==> config.mk <==
export PLATFORM = sky130hd
export DESIGN_NAME = pipe_ctrl
export DESIGN_NICKNAME = d
export VERILOG_FILES = /design/src/rtl/pipe_ctrl_pkg.sv /design/src/rtl/pipe_mc_counter.sv /design/src/rtl/pipe_ctrl.sv
export SDC_FILE = /design/constraint.sdc
export NUM_CORES = 1
export LEC_CHECK = 0
export BUFFER_PORTS_ARGS = -buffer_cell sky130_fd_sc_hd__buf_2
export CORE_UTILIZATION = 49
export CTS_BUF_LIST = sky130_fd_sc_hd__clkbuf_4 sky130_fd_sc_hd__clkbuf_8
export DETAILED_ROUTE_END_ITERATION = 10
export HOLD_SLACK_MARGIN = 0.15
export MAX_ROUTING_LAYER = met4
export PLACE_DENSITY = 0.8
export SLEW_MARGIN = 20
export SYNTH_ARGS = -nofsm -noshare
export SYNTH_HDL_FRONTEND = slang
export SYNTH_SLANG_ARGS = --single-unit
==> constraint.sdc <==
create_clock -name clk -period 2.89 [get_ports clk]
set_clock_uncertainty 0.1 [all_clocks]
set_input_delay 0.289 -clock clk [delete_from_list [all_inputs] [get_ports clk]]
set_output_delay 0.289 -clock clk [all_outputs]
set_load 0.02 [all_outputs]
==> src/rtl/pipe_ctrl_pkg.sv <==
// Shared definitions for the pipeline controller: stall encodings,
// stage indices and multi-cycle sequencer states.
`ifndef InstAddrBus
`define InstAddrBus 31:0
`endif

package pipe_ctrl_pkg;

   localparam int ST_PC  = 0;
   localparam int ST_IF  = 1;
   localparam int ST_ID  = 2;
   localparam int ST_EX  = 3;
   localparam int ST_MEM = 4;
   localparam int ST_WB  = 5;

   localparam logic [5:0] STALL_NONE = 6'b000000;
   localparam logic [5:0] STALL_IF   = 6'b000011;
   localparam logic [5:0] STALL_ID   = 6'b000111;
   localparam logic [5:0] STALL_EX   = 6'b001111;
   localparam logic [5:0] STALL_MEM  = 6'b011111;

   typedef enum logic {
      IDLE    = 1'b0,
      MC_BUSY = 1'b1
   } mc_state_t;

endpackage

==> src/rtl/pipe_mc_counter.sv <==
// Loadable countdown for multi-cycle EX operations; holds while MEM
// stalls and flags the final cycle.
module pipe_mc_counter #(
   parameter int W = 6
) (
   input  logic         clk,
   input  logic         rst,
   input  logic         load,
   input  logic [W-1:0] load_val,
   input  logic         hold,
   input  logic         clear,
   output logic [W-1:0] count,
   output logic         last
);

   always_ff @(posedge clk or posedge rst) begin
      if (rst) begin
         count <= '0;
      end else if (clear) begin
         count <= '0;
      end else if (load) begin
         count <= load_val;
      end else if (!hold && count != '0) begin
         count <= count - W'(1);
      end
   end

   assign last = (count == W'(1));

endmodule

==> src/rtl/pipe_ctrl.sv <==
// Central pipeline controller: stall vector, multi-cycle EX sequencing,
// deferred branch kill and exception flush.
`ifndef InstAddrBus
`define InstAddrBus 31:0
`endif

module pipe_ctrl
   import pipe_ctrl_pkg::*;
#(
   parameter int MC_CNT_W = 6,
   parameter int PERF_W   = 32
) (
   input  logic                clk,
   input  logic                rst,
   input  logic                stallreq_if,
   input  logic                stallreq_id,
   input  logic                stallreq_mem,
   input  logic                mc_start,
   input  logic [MC_CNT_W-1:0] mc_len,
   input  logic                br_req,
   input  logic                exc_req,
   input  logic [`InstAddrBus] exc_pc,
   output logic [5:0]          stall,
   output logic                br,
   output logic                flush,
   output logic [`InstAddrBus] new_pc,
   output logic                mc_busy,
   output logic                mc_done,
   output logic [PERF_W-1:0]   stall_cnt
);

   mc_state_t           state;
   logic                br_pend;
   logic [MC_CNT_W-1:0] count;
   logic                last;
   logic                issue;
   logic                mc_load;
   logic [5:0]          stall_raw;

   assign issue   = (state == IDLE) && mc_start
                    && (mc_len >= MC_CNT_W'(2));
   assign mc_load = issue && !exc_req;

   always_comb begin
      stall_raw = STALL_NONE;
      if (exc_req)
         stall_raw = STALL_NONE;
      else if (stallreq_mem)
         stall_raw = STALL_MEM;
      else if (state == MC_BUSY && !last)
         stall_raw = STALL_EX;
      else if (issue)
         stall_raw = STALL_EX;
      else if (stallreq_id)
         stall_raw = STALL_ID;
      else if (stallreq_if)
         stall_raw = STALL_IF;
   end

   // Outputs are forced quiet while reset is held, independent of inputs.
   assign stall   = rst ? STALL_NONE : stall_raw;
   assign flush   = !rst && exc_req;
   assign new_pc  = flush ? exc_pc : '0;
   assign br      = !rst && (br_req || br_pend)
                    && !stall[ST_IF] && !flush;
   assign mc_busy = (state == MC_BUSY);
   assign mc_done = !rst && (state == MC_BUSY) && last
                    && !stallreq_mem && !exc_req;

   pipe_mc_counter #(
      .W(MC_CNT_W)
   ) u_cnt (
      .clk      (clk),
      .rst      (rst),
      .load     (mc_load),
      .load_val (mc_len - MC_CNT_W'(1)),
      .hold     (stallreq_mem),
      .clear    (exc_req),
      .count    (count),
      .last     (last)
   );

   always_ff @(posedge clk or posedge rst) begin
      if (rst) begin
         state <= IDLE;
      end else if (exc_req) begin
         state <= IDLE;
      end else begin
         unique case (state)
            IDLE:    if (mc_load) state <= MC_BUSY;
            MC_BUSY: if (mc_done) state <= IDLE;
            default: state <= IDLE;
         endcase
      end
   end

   // A branch seen while only IF is held waits here; when ID is also
   // frozen the branch is re-presented, so it is not captured.
   always_ff @(posedge clk or posedge rst) begin
      if (rst) begin
         br_pend <= 1'b0;
      end else if (flush || br) begin
         br_pend <= 1'b0;
      end else if (br_req && stall[ST_IF] && !stall[ST_ID]) begin
         br_pend <= 1'b1;
      end
   end

   always_ff @(posedge clk or posedge rst) begin
      if (rst) begin
         stall_cnt <= '0;
      end else if (stall != STALL_NONE && stall_cnt != '1) begin
         stall_cnt <= stall_cnt + PERF_W'(1);
      end
   end

endmodule

==> results of run 1 <==
-- stage by stage --
step | cell area [µm²] | setup WS (ns) | std cells | hold WS (ns)
CTS | 3420 | 0.0847 | 467 | 0.258
global route | 3420 | 0.0592 | 467 | 0.276
finish | 3420 | 0.147 | 467 | 0.252
detailed placement | 3270 | 0.311 | 457 | 0.385
floorplan | 2620 | 0.554 | 275 | 0.279
global placement | 3270 | 0.349 | 457 | 0.381
-- flip-flops by register name, indices dropped and copies added (netlist names) --
register / cells
stall_cnt: 32
u_cnt.count: 6
br_pend: 1
mc_busy: 1
-- Yosys cell counts (2+ instances only) --
library cell  number
a21oi_1            5
nor2b_1            2
nor3_1            12
nand2_1           10
and3_1            12
ha_1               5
clkbuf_1           8
o32a_1             2
nand4_1           15
o22a_1             2
nor3b_1            4
nand4b_1           2
nand3_1            6
o21ai_0            3
a311oi_1           2
nor2_1            11
nand3_2            8
xor2_1             5
buf_4              2
nand4_2            3
buf_6              2
xnor2_1           31
and2_1            39
and4_1             4
nor4_1             5
dfrtp_1           40
a211oi_1           3
inv_1             12
-- area by class of cell --
| type | instances | share of cell area |
|---|---|---|
| well taps | 70 | 0.0256 |
| repair buffers | 127 | 0.194 |
| flip-flops and latches | 40 | 0.293 |
| inverters | 13 | 0.0157 |
| clock buffers | 6 | 0.0242 |
| multi-input cells | 209 | 0.436 |
| clock inverters | 2 | 0.0113 |
-- path summary, 6_finish.rpt --
path,endpoint,cells past startpoint,start,slack [ns]
setup / recovery,stall[1],8,mc_len[0],0.15
hold / removal,u_cnt.count[5]$_DFFE_PP0P_,3,mc_len[5],0.25
setup reg to reg,stall_cnt[27]$_DFFE_PP0P_,5,stall_cnt[7]$_DFFE_PP0P_,0.62
hold reg to reg,stall_cnt[19]$_DFFE_PP0P_,1,stall_cnt[19]$_DFFE_PP0P_,0.39
max in group asynchronous,stall_cnt[25]$_DFFE_PP0P_,4,rst,1.70
min in group asynchronous,mc_busy$_DFF_PP0_,4,rst,0.63
-- logic make-up (layout without fill, tap and decap cells) --
group | Yosys count | in the layout | share of synthesized area
flops | 40 | 40 | 0.383
mux | 2 | 2 | 0.00813
xor+xnor | 36 | 36 | 0.121
other cells | 1 | 1 | 0.00143
simple gates | 137 | 137 | 0.327
buf+inv | 26 | 148 | 0.0473
compound gates | 28 | 28 | 0.0890
fa+ha+maj | 5 | 5 | 0.0239
-- timing repair --
item,4_1_cts,5_1_grt
endpoints found under the setup margin,0,2
setup buffers,0,0
hold buffers,2,0
hold endpoints to repair,41,0
resized for setup,0,1
-- where the power goes --
part | switching, µW | internal [µW] | total [µW]
clock | 198 | 282 | 480
sequential | 66.5 | 618 | 684
combinational | 255 | 184 | 439
total | 519 | 1080 | 1600
-- per-layer routing --
| layer | routed length (µm) | part of all wire | GRT usage |
|---|---|---|---|
| met1 | 2780 | 0.44 | 0.289 |
| met2 | 3240 | 0.51 | 0.412 |
| met3 | 300 | 0.047 | 0.0348 |
| met4 | 64 | 0.010 | 0.0692 |
| met5 | 0 | 0 | - |
-- critical path, stage by stage --
cell and delay, ns:
dlygate4sd3_1 0.52, buf_2 0.13, inv_1 0.07, ha_1 0.23, o311a_4 0.46, o31ai_4 0.28
inv_6 0.16, buf_2 0.20
==> results.py, run 1 <==
metrics = {
    "placement": {
        "hpwl_um": 4770,
        "io_buffers": 118,
        "gp_congestion": 0.876,
    },
    "finish": {
        "drive_gt1_frac": 0.378,
        "finalCoreUtilization": 0.665,
        "syn2layout_area_growth_pct": 30.7,
        "fillers": 454,
        "final_common_cell": "buf_2",
        "multi_input_area_mm2": 0.00149,
        "nets": 447,
        "antenna_cells": 0,
        "seqCellArea_mm2": 0.00100,
        "final_cell_mix": "118 x buf_2, 40 x dfrtp_1, 39 x and2_1",
    },
    "timing": {
        "max_freq_mhz": 365,
        "rsz0062_at_grt": "false",
        "tns_ns": 0,
        "finalHoldViolations": 0,
        "fin_crit_sh": 0.949,
        "finalCriticalPeriod_ns": 2.74,
        "worst_pin_slew_ns": 0.725,
        "setup_viol": 0,
        "drv_slew": 0,
        "max-slew-margin-rel": 0.512,
    },
    "routing": {
        "vias": 2453,
        "drc_errors": 0,
        "wl_per_cell_um": 13.7,
        "drt_first_pass_iters": 5,
        "vias_per_cell": 5.25,
        "drtAntennaViolNets": 0,
        "drtIter0Drc": 113,
        "wl_um": 6380,
    },
    "critical_path": {
        "critPathCaptureType": "output pin",
        "crit_required_ns": 2.50,
        "crit_path_max_fanout": 28,
        "arrival_ns": 2.35,
        "cp-start-kind": "primary input",
        "path_class": "primary input to output pin",
    },
    "power_and_ir_drop": {
        "power_density_mw_per_mm2": 469,
        "leakage_uw": 0.00172,
        "power_uw": 1600,
        "peakVddDrop_mv": 0.487,
    },
    "flow_run": {
        "max_cap_viol_count": 0,
    },
    "floorplan": {
        "die_area_mm2": 0.00564,
        "fp.dieW_um": 75.1,
        "core_mm2": 0.00514,
        "initial_utilization": 0.509,
        "num_io_pins": 120,
        "row_count": 26,
        "die_h_um": 75.1,
    },
    "logic_synthesis": {
        "syn_inst": 275,
        "async_reset_ff_frac": 1.00,
        "ys_seq_area_frac": 0.383,
        "synth_seq_cells": 40,
        "synth_top_area_frac": 0.383,
        "yosys_warnings": 0,
        "yosys-top-cells-area": "dfrtp_1 38%, xnor2_1 10%, and2_1 9.3%",
        "synth-main-ff-cell": "dfrtp_1",
        "avgSynthCellArea_um2": 9.51,
        "syn_nets": 326,
        "netlist-cell-type-count": 48,
        "syn_area_mm2": 0.00262,
        "synth_top_area_cell": "dfrtp_1",
        "synth_edf_count": 0,
    },
    "clock_tree": {
        "cts_made_buffers": 5,
        "h-tree-depth": 2,
        "clock-sinks": 40,
        "cts_tree": "done",
        "clk_path_buf_depth": 2,
        "clkTransAtPathRegs_ns": 0.07,
        "root_buffer": "clkbuf_8",
        "clock_latency_ns": 0.29,
    },
    "global_route": {
        "antenna_found_initial": 0,
        "grt_max_degree": 41,
        "grt_pass1_vias": 2171,
        "grt-ovfl-total": 0,
        "grtUsageTotal": 0.238,
        "grt_first_pass_wirelength_um": 9920,
    },
    "run_status": {
        "status": "completed",
    },
    "hold_path": {
        "min_path_type": "primary input to flop",
    },
}
Power figures use the tool's default switching activity.
==> inputs of run 2 (changes only) <==
- CORE_MARGIN: default -> 2
==> run 2 against run 1 <==
Sequential power hardly changed. Via count shrank 1.8%. Routed wire length grew 0.60%. Critical endpoint is now stall[0]. Largest cell class unchanged. Highest routed layer unchanged.
==> results.py, run 2 (synthesized netlist as in run 1, its figures left out) <==
metrics = {
    "clock_tree": {
        "h-tree-depth": 2,
        "cts_made_buffers": 5,
        "cts_tree": "done",
        "post_cts_buffers": 0,
        "post_cts_resized": 0,
        "clock-sinks": 40,
        "clkTransAtPathRegs_ns": 0.07,
        "root_buffer": "clkbuf_8",
        "clock_latency_ns": 0.29,
        "clk_path_buf_depth": 2,
    },
    "finish": {
        "fillers": 443,
        "drive_gt1_frac": 0.375,
        "syn2layout_area_growth_pct": 29.3,
        "final_cell_mix": "118 x buf_2, 40 x dfrtp_1, 39 x and2_1",
        "largest_registers": "stall_cnt (32), u_cnt.count (6)",
        "largest_register": "stall_cnt",
        "final_common_cell": "buf_2",
        "largest_reg_flops": 32,
        "antenna_cells": 0,
        "nets": 446,
    },
    "power_and_ir_drop": {
        "peakVddDrop_mv": 0.374,
        "power_density_mw_per_mm2": 450,
        "leakage_uw": 0.00171,
        "power_uw": 1520,
    },
    "critical_path": {
        "crit_path_max_fanout": 14,
        "crit_start": "mc_len[0]",
        "ff2ff_path_depth": 9,
        "cp-start-kind": "primary input",
        "path_class": "primary input to output pin",
        "arrival_ns": 2.36,
        "r2r_slack_ns": 0.66,
        "crit_required_ns": 2.50,
        "r2r_start": "u_cnt.count[1]$_DFFE_PP0P_",
        "critPathCaptureType": "output pin",
        "r2r-end": "stall_cnt[15]$_DFFE_PP0P_",
    },
    "timing": {
        "fin_ws_ns": 0.144,
        "fin_crit_sh": 0.950,
        "rsz0062_at_grt": "false",
        "finalCriticalPeriod_ns": 2.75,
        "drv_slew": 0,
        "whs_ns": 0.243,
        "finalHoldViolations": 0,
        "max_freq_mhz": 364,
        "max-slew-margin-rel": 0.533,
        "setup_viol": 0,
        "worst_pin_slew_ns": 0.694,
        "tns_ns": 0,
    },
    "routing": {
        "drc_errors": 0,
        "drtIter0Drc": 128,
        "drtAntennaViolNets": 0,
        "wl_um": 6420,
        "vias_per_cell": 5.18,
        "drt_first_pass_iters": 4,
        "vias": 2408,
        "wl_per_cell_um": 13.8,
    },
    "global_route": {
        "antenna_found_initial": 0,
        "grt_max_degree": 41,
        "grt-ovfl-total": 0,
        "grtUsageTotal": 0.228,
        "grt_first_pass_wirelength_um": 10700,
        "grt_pass1_vias": 2275,
    },
    "hold_path": {
        "min_from": "mc_len[2]",
        "holdPathStages": 4,
        "min_path_type": "primary input to flop",
        "min_to": "u_cnt.count[2]$_DFFE_PP0P_",
    },
    "flow_run": {
        "max_cap_viol_count": 0,
    },
    "floorplan": {
        "row_count": 26,
        "initial_utilization": 0.509,
        "die_h_um": 77.1,
        "die_area_mm2": 0.00594,
        "num_io_pins": 120,
        "core_mm2": 0.00514,
        "fp.dieW_um": 77.1,
    },
    "placement": {
        "io_buffers": 118,
        "hpwl_um": 4800,
        "post-place-ws_ns": 0.292,
        "gp_congestion": 0.826,
    },
    "run_status": {
        "status": "completed",
    },
}
run 2: timing repair:
item | in CTS | in global routing
setup endpoints to repair | 0 | 2
hold buffers | 2 | 0
hold endpoints to repair | 41 | 0
run 2: routing by layer:
metal | vias up | wire length, µm | part of all wire | track usage
met3 | 9 | 317 | 0.049 | 0.0424
li1 | 1213 | - | - | -
met1 | 1114 | 2800 | 0.44 | 0.278
met5 | - | 0 | 0 | -
met2 | 72 | 3190 | 0.50 | 0.384
met4 | 0 | 103 | 0.016 | 0.0750
run 2: how the worst max path moves through the flow:
stage / endpoint / depth (start not counted)
2_1_floorplan: stall[1] / 6
3_3_place_gp: stall_cnt[1]$_DFFE_PP0P_ / 7
3_5_place_dp: stall_cnt[15]$_DFFE_PP0P_ / 8
4_1_cts: stall[0] / 8
5_1_grt: stall[0] / 8
6_report: stall[0] / 8
run 2: power breakdown:
group	total, µW	switching (µW)	internal, µW
Clock	398	185	213
Combinational	437	255	182
Sequential	686	67.9	618
Total	1520	508	1010
run 2: final cells by class:
cell class                 instances  area (µm²)  share of cell area
clock buffer                       7        96.3              0.0285
timing repair buffer             126         656               0.194
inverter                          13        51.3              0.0152
multi-input combinational        209        1490               0.441
tap                               70        87.6              0.0259
sequential                        40        1000               0.296
run 2: per-stage QoR:
stage / cells / cell area, µm² / util
after floorplan: 275 / 2620 / -
after global placement: 456 / 3270 / 0.636
after detailed placement: 456 / 3270 / 0.636
after CTS: 465 / 3380 / 0.658
after global routing: 465 / 3380 / 0.658
final: 465 / 3380 / 0.658
run 2: critical path: stages:
cell           delay, ns
dlygate4sd3_1       0.52
buf_2               0.13
inv_1               0.06
ha_1                0.22
o311a_4             0.46
o31ai_4             0.34
inv_4               0.14
buf_2               0.19
==> inputs of run 3 (changes only) <==
--- a/config.mk
+++ b/config.mk
@@ -6,12 +6,13 @@
 export NUM_CORES = 1
 export LEC_CHECK = 0
+export ABC_AREA = 1
 export BUFFER_PORTS_ARGS = -buffer_cell sky130_fd_sc_hd__buf_2
 export CORE_MARGIN = 2
-export CORE_UTILIZATION = 49
+export CORE_UTILIZATION = 36
 export CTS_BUF_LIST = sky130_fd_sc_hd__clkbuf_4 sky130_fd_sc_hd__clkbuf_8
 export DETAILED_ROUTE_END_ITERATION = 10
 export HOLD_SLACK_MARGIN = 0.15
 export MAX_ROUTING_LAYER = met4
-export PLACE_DENSITY = 0.8
+export PLACE_DENSITY = 0.59
 export SLEW_MARGIN = 20
 export SYNTH_ARGS = -nofsm -noshare
--- a/constraint.sdc
+++ b/constraint.sdc
@@ -3,3 +3,3 @@
 set_input_delay 0.289 -clock clk [delete_from_list [all_inputs] [get_ports clk]]
 set_output_delay 0.289 -clock clk [all_outputs]
-set_load 0.02 [all_outputs]
+set_load 0.05 [all_outputs]
==> run 3 against run 2 <==
Die area is 63% higher. Register-to-register slack better by 0.11 ns. Sequential cell count is the same.
==> results.py, run 3 <==
metrics = {
    "run_status": {
        "status": "completed",
    },
    "logic_synthesis": {
        "ys_seq_area_frac": 0.312,
        "synth_edf_count": 0,
        "synth_top_area_cell": "dfrtp_1",
        "syn_inst": 528,
        "avgSynthCellArea_um2": 6.09,
        "synth-main-ff-cell": "dfrtp_1",
        "synth_seq_cells": 40,
        "async_reset_ff_frac": 1.00,
        "synth_common_cells": "196 x nand2_1, 98 x nor2_1, 65 x inv_1, 43 x nand3_1, 40 x dfrtp_1",
        "yosys_warnings": 0,
        "syn_nets": 579,
        "netlist-cell-type-count": 29,
        "synth.most_common_cell": "nand2_1",
        "syn_area_mm2": 0.00321,
        "yosys-top-cells-area": "dfrtp_1 31%, nand2_1 23%, nor2_1 11%",
        "synth_top_area_frac": 0.312,
    },
    "critical_path": {
        "critPathCaptureType": "output pin",
        "path_class": "primary input to output pin",
        "cp_cell_sequence": "dlygate4sd3_1 -> buf_2 -> inv_2 -> nor2_1 -> inv_1 -> nor2_1 -> buf_2",
        "arrival_ns": 2.27,
        "ff2ff_path_depth": 10,
        "cp_slowest_cell": "inv_1",
        "crit_path_max_fanout": 33,
        "crit_required_ns": 2.50,
        "slowest_delay_ns": 0.65,
        "cp-start-kind": "primary input",
    },
    "floorplan": {
        "row_count": 34,
        "initial_utilization": 0.370,
        "num_io_pins": 120,
        "fp.dieW_um": 98.5,
        "die_h_um": 98.5,
        "die_area_mm2": 0.00970,
        "core_mm2": 0.00868,
    },
    "routing": {
        "drtIter0Drc": 153,
        "wl_um": 9510,
        "drtAntennaViolNets": 0,
        "vias_per_cell": 4.68,
        "drt_first_pass_iters": 4,
        "drc_errors": 0,
        "wl_per_cell_um": 12.6,
        "vias": 3528,
    },
    "placement": {
        "io_buffers": 118,
        "gp_congestion": 0.946,
        "post-place-ws_ns": 0.613,
        "hpwl_um": 7470,
        "dpl_cell_area_mm2": 0.00388,
    },
    "finish": {
        "final_common_cell": "nand2_1",
        "finalCoreUtilization": 0.464,
        "largest_register": "stall_cnt",
        "largest_reg_flops": 32,
        "seqCellArea_mm2": 0.00100,
        "drive_gt1_frac": 0.225,
        "syn2layout_area_growth_pct": 25.3,
        "final_cell_mix": "196 x nand2_1, 118 x buf_2, 98 x nor2_1",
        "fillers": 913,
        "multi_input_area_mm2": 0.00187,
        "nets": 695,
        "final_area_mm2": 0.00403,
        "largest_registers": "stall_cnt (32), u_cnt.count (6)",
    },
    "timing": {
        "rsz0062_at_grt": "false",
        "worst_pin_slew_ns": 0.896,
        "max-slew-margin-rel": 0.402,
        "fin_ws_ns": 0.235,
        "setup_viol": 0,
        "finalHoldViolations": 0,
        "fin_crit_sh": 0.919,
        "finalCriticalPeriod_ns": 2.65,
        "tns_ns": 0,
        "drv_slew": 0,
        "max_freq_mhz": 377,
    },
    "clock_tree": {
        "clock_latency_ns": 0.30,
        "clock-sinks": 40,
        "h-tree-depth": 2,
        "cts_made_buffers": 5,
        "cts_tree": "done",
        "clk_path_buf_depth": 2,
        "post_cts_buffers": 0,
        "root_buffer": "clkbuf_8",
        "clkTransAtPathRegs_ns": 0.08,
    },
    "power_and_ir_drop": {
        "power_density_mw_per_mm2": 488,
        "peakVddDrop_mv": 0.324,
        "leakage_uw": 0.00237,
    },
    "global_route": {
        "antenna_found_initial": 1,
        "grt_first_pass_wirelength_um": 16000,
        "grt_max_degree": 44,
        "grtUsageTotal": 0.204,
        "grt_pass1_vias": 3337,
        "grt-ovfl-total": 0,
    },
    "flow_run": {
        "max_cap_viol_count": 0,
    },
    "hold_path": {
        "holdPathStages": 4,
        "min_path_type": "primary input to flop",
    },
}
-- run 3: cell types whose count changed after synthesis, sizes merged, moves of 14 or more --
cell / delta
xnor2: -26
nand3b: +15
inv: +55
nand2: +189
nand4: -14
and2: -39
nor2: +92
nand3: +30
-- run 3: area by class of cell --
type                            count  area share
Antenna cell                        1    0.000622
Clock buffer                        6      0.0205
Clock inverter                      2     0.00964
Inverter                           68      0.0643
Multi-Input combinational cell    406       0.465
Sequential cell                    40       0.249
Tap cell                          108      0.0336
Timing Repair Buffer              123       0.157
-- run 3: final timing paths --
path | startpoint | end | slack (ns)
worst max-delay path | exc_req | new_pc[6] | 0.24
worst min-delay path | mc_len[0] | u_cnt.count[0]$_DFFE_PP0P_ | 0.24
worst max register to register | u_cnt.count[1]$_DFFE_PP0P_ | stall_cnt[19]$_DFFE_PP0P_ | 0.77
worst min register to register | stall_cnt[1]$_DFFE_PP0P_ | stall_cnt[1]$_DFFE_PP0P_ | 0.45
max in group asynchronous | rst | stall_cnt[11]$_DFFE_PP0P_ | 1.66
min in group asynchronous | rst | u_cnt.count[5]$_DFFE_PP0P_ | 0.67
-- run 3: logic make-up (layout without fill, tap and decap cells) --
family	Yosys count	count (layout)	share of synthesized area
and+or+nand+nor	368	368	0.487
other	1	2	0.00117
buffers and inverters	82	199	0.107
DFF	40	40	0.312
adders and majority gates	5	5	0.0195
AOI/OAI and AO/OA	13	13	0.0218
xor gates and xnor gates	19	19	0.0518
-- run 3: metrics by stage --
stage / std cells / hold WS (ns) / total power, µW
3_3_place_gp: 743 / 0.421 / 1480
5_1_grt: 754 / 0.272 / 2100
4_1_cts: 753 / 0.221 / 1990
6_report: 754 / 0.237 / 1960
3_5_place_dp: 743 / 0.418 / 1490
2_1_floorplan: 528 / 0.196 / 1300
-- run 3: worst max-delay path: cells and delay by family --
family                 cells  cell delay [ns]
and+or+nand+nor            2             0.22
buffers and inverters      5             1.75
-- run 3: timing repair --
| action | CTS | global route |
|---|---|---|
| gates resized for setup | 0 | 0 |
| hold endpoints to repair | 41 | 0 |
| hold buffers | 2 | 0 |
-- run 3: per-layer routing --
metal,track usage,share of wire
met1,0.249,0.43
met2,0.360,0.49
met3,0.0326,0.069
met4,0.0390,0.0085
met5,-,0
-- run 3: power breakdown --
group,internal [µW],switching [µW],total [µW]
clock,283,209,491
combinational,206,550,756
sequential,628,88.4,716
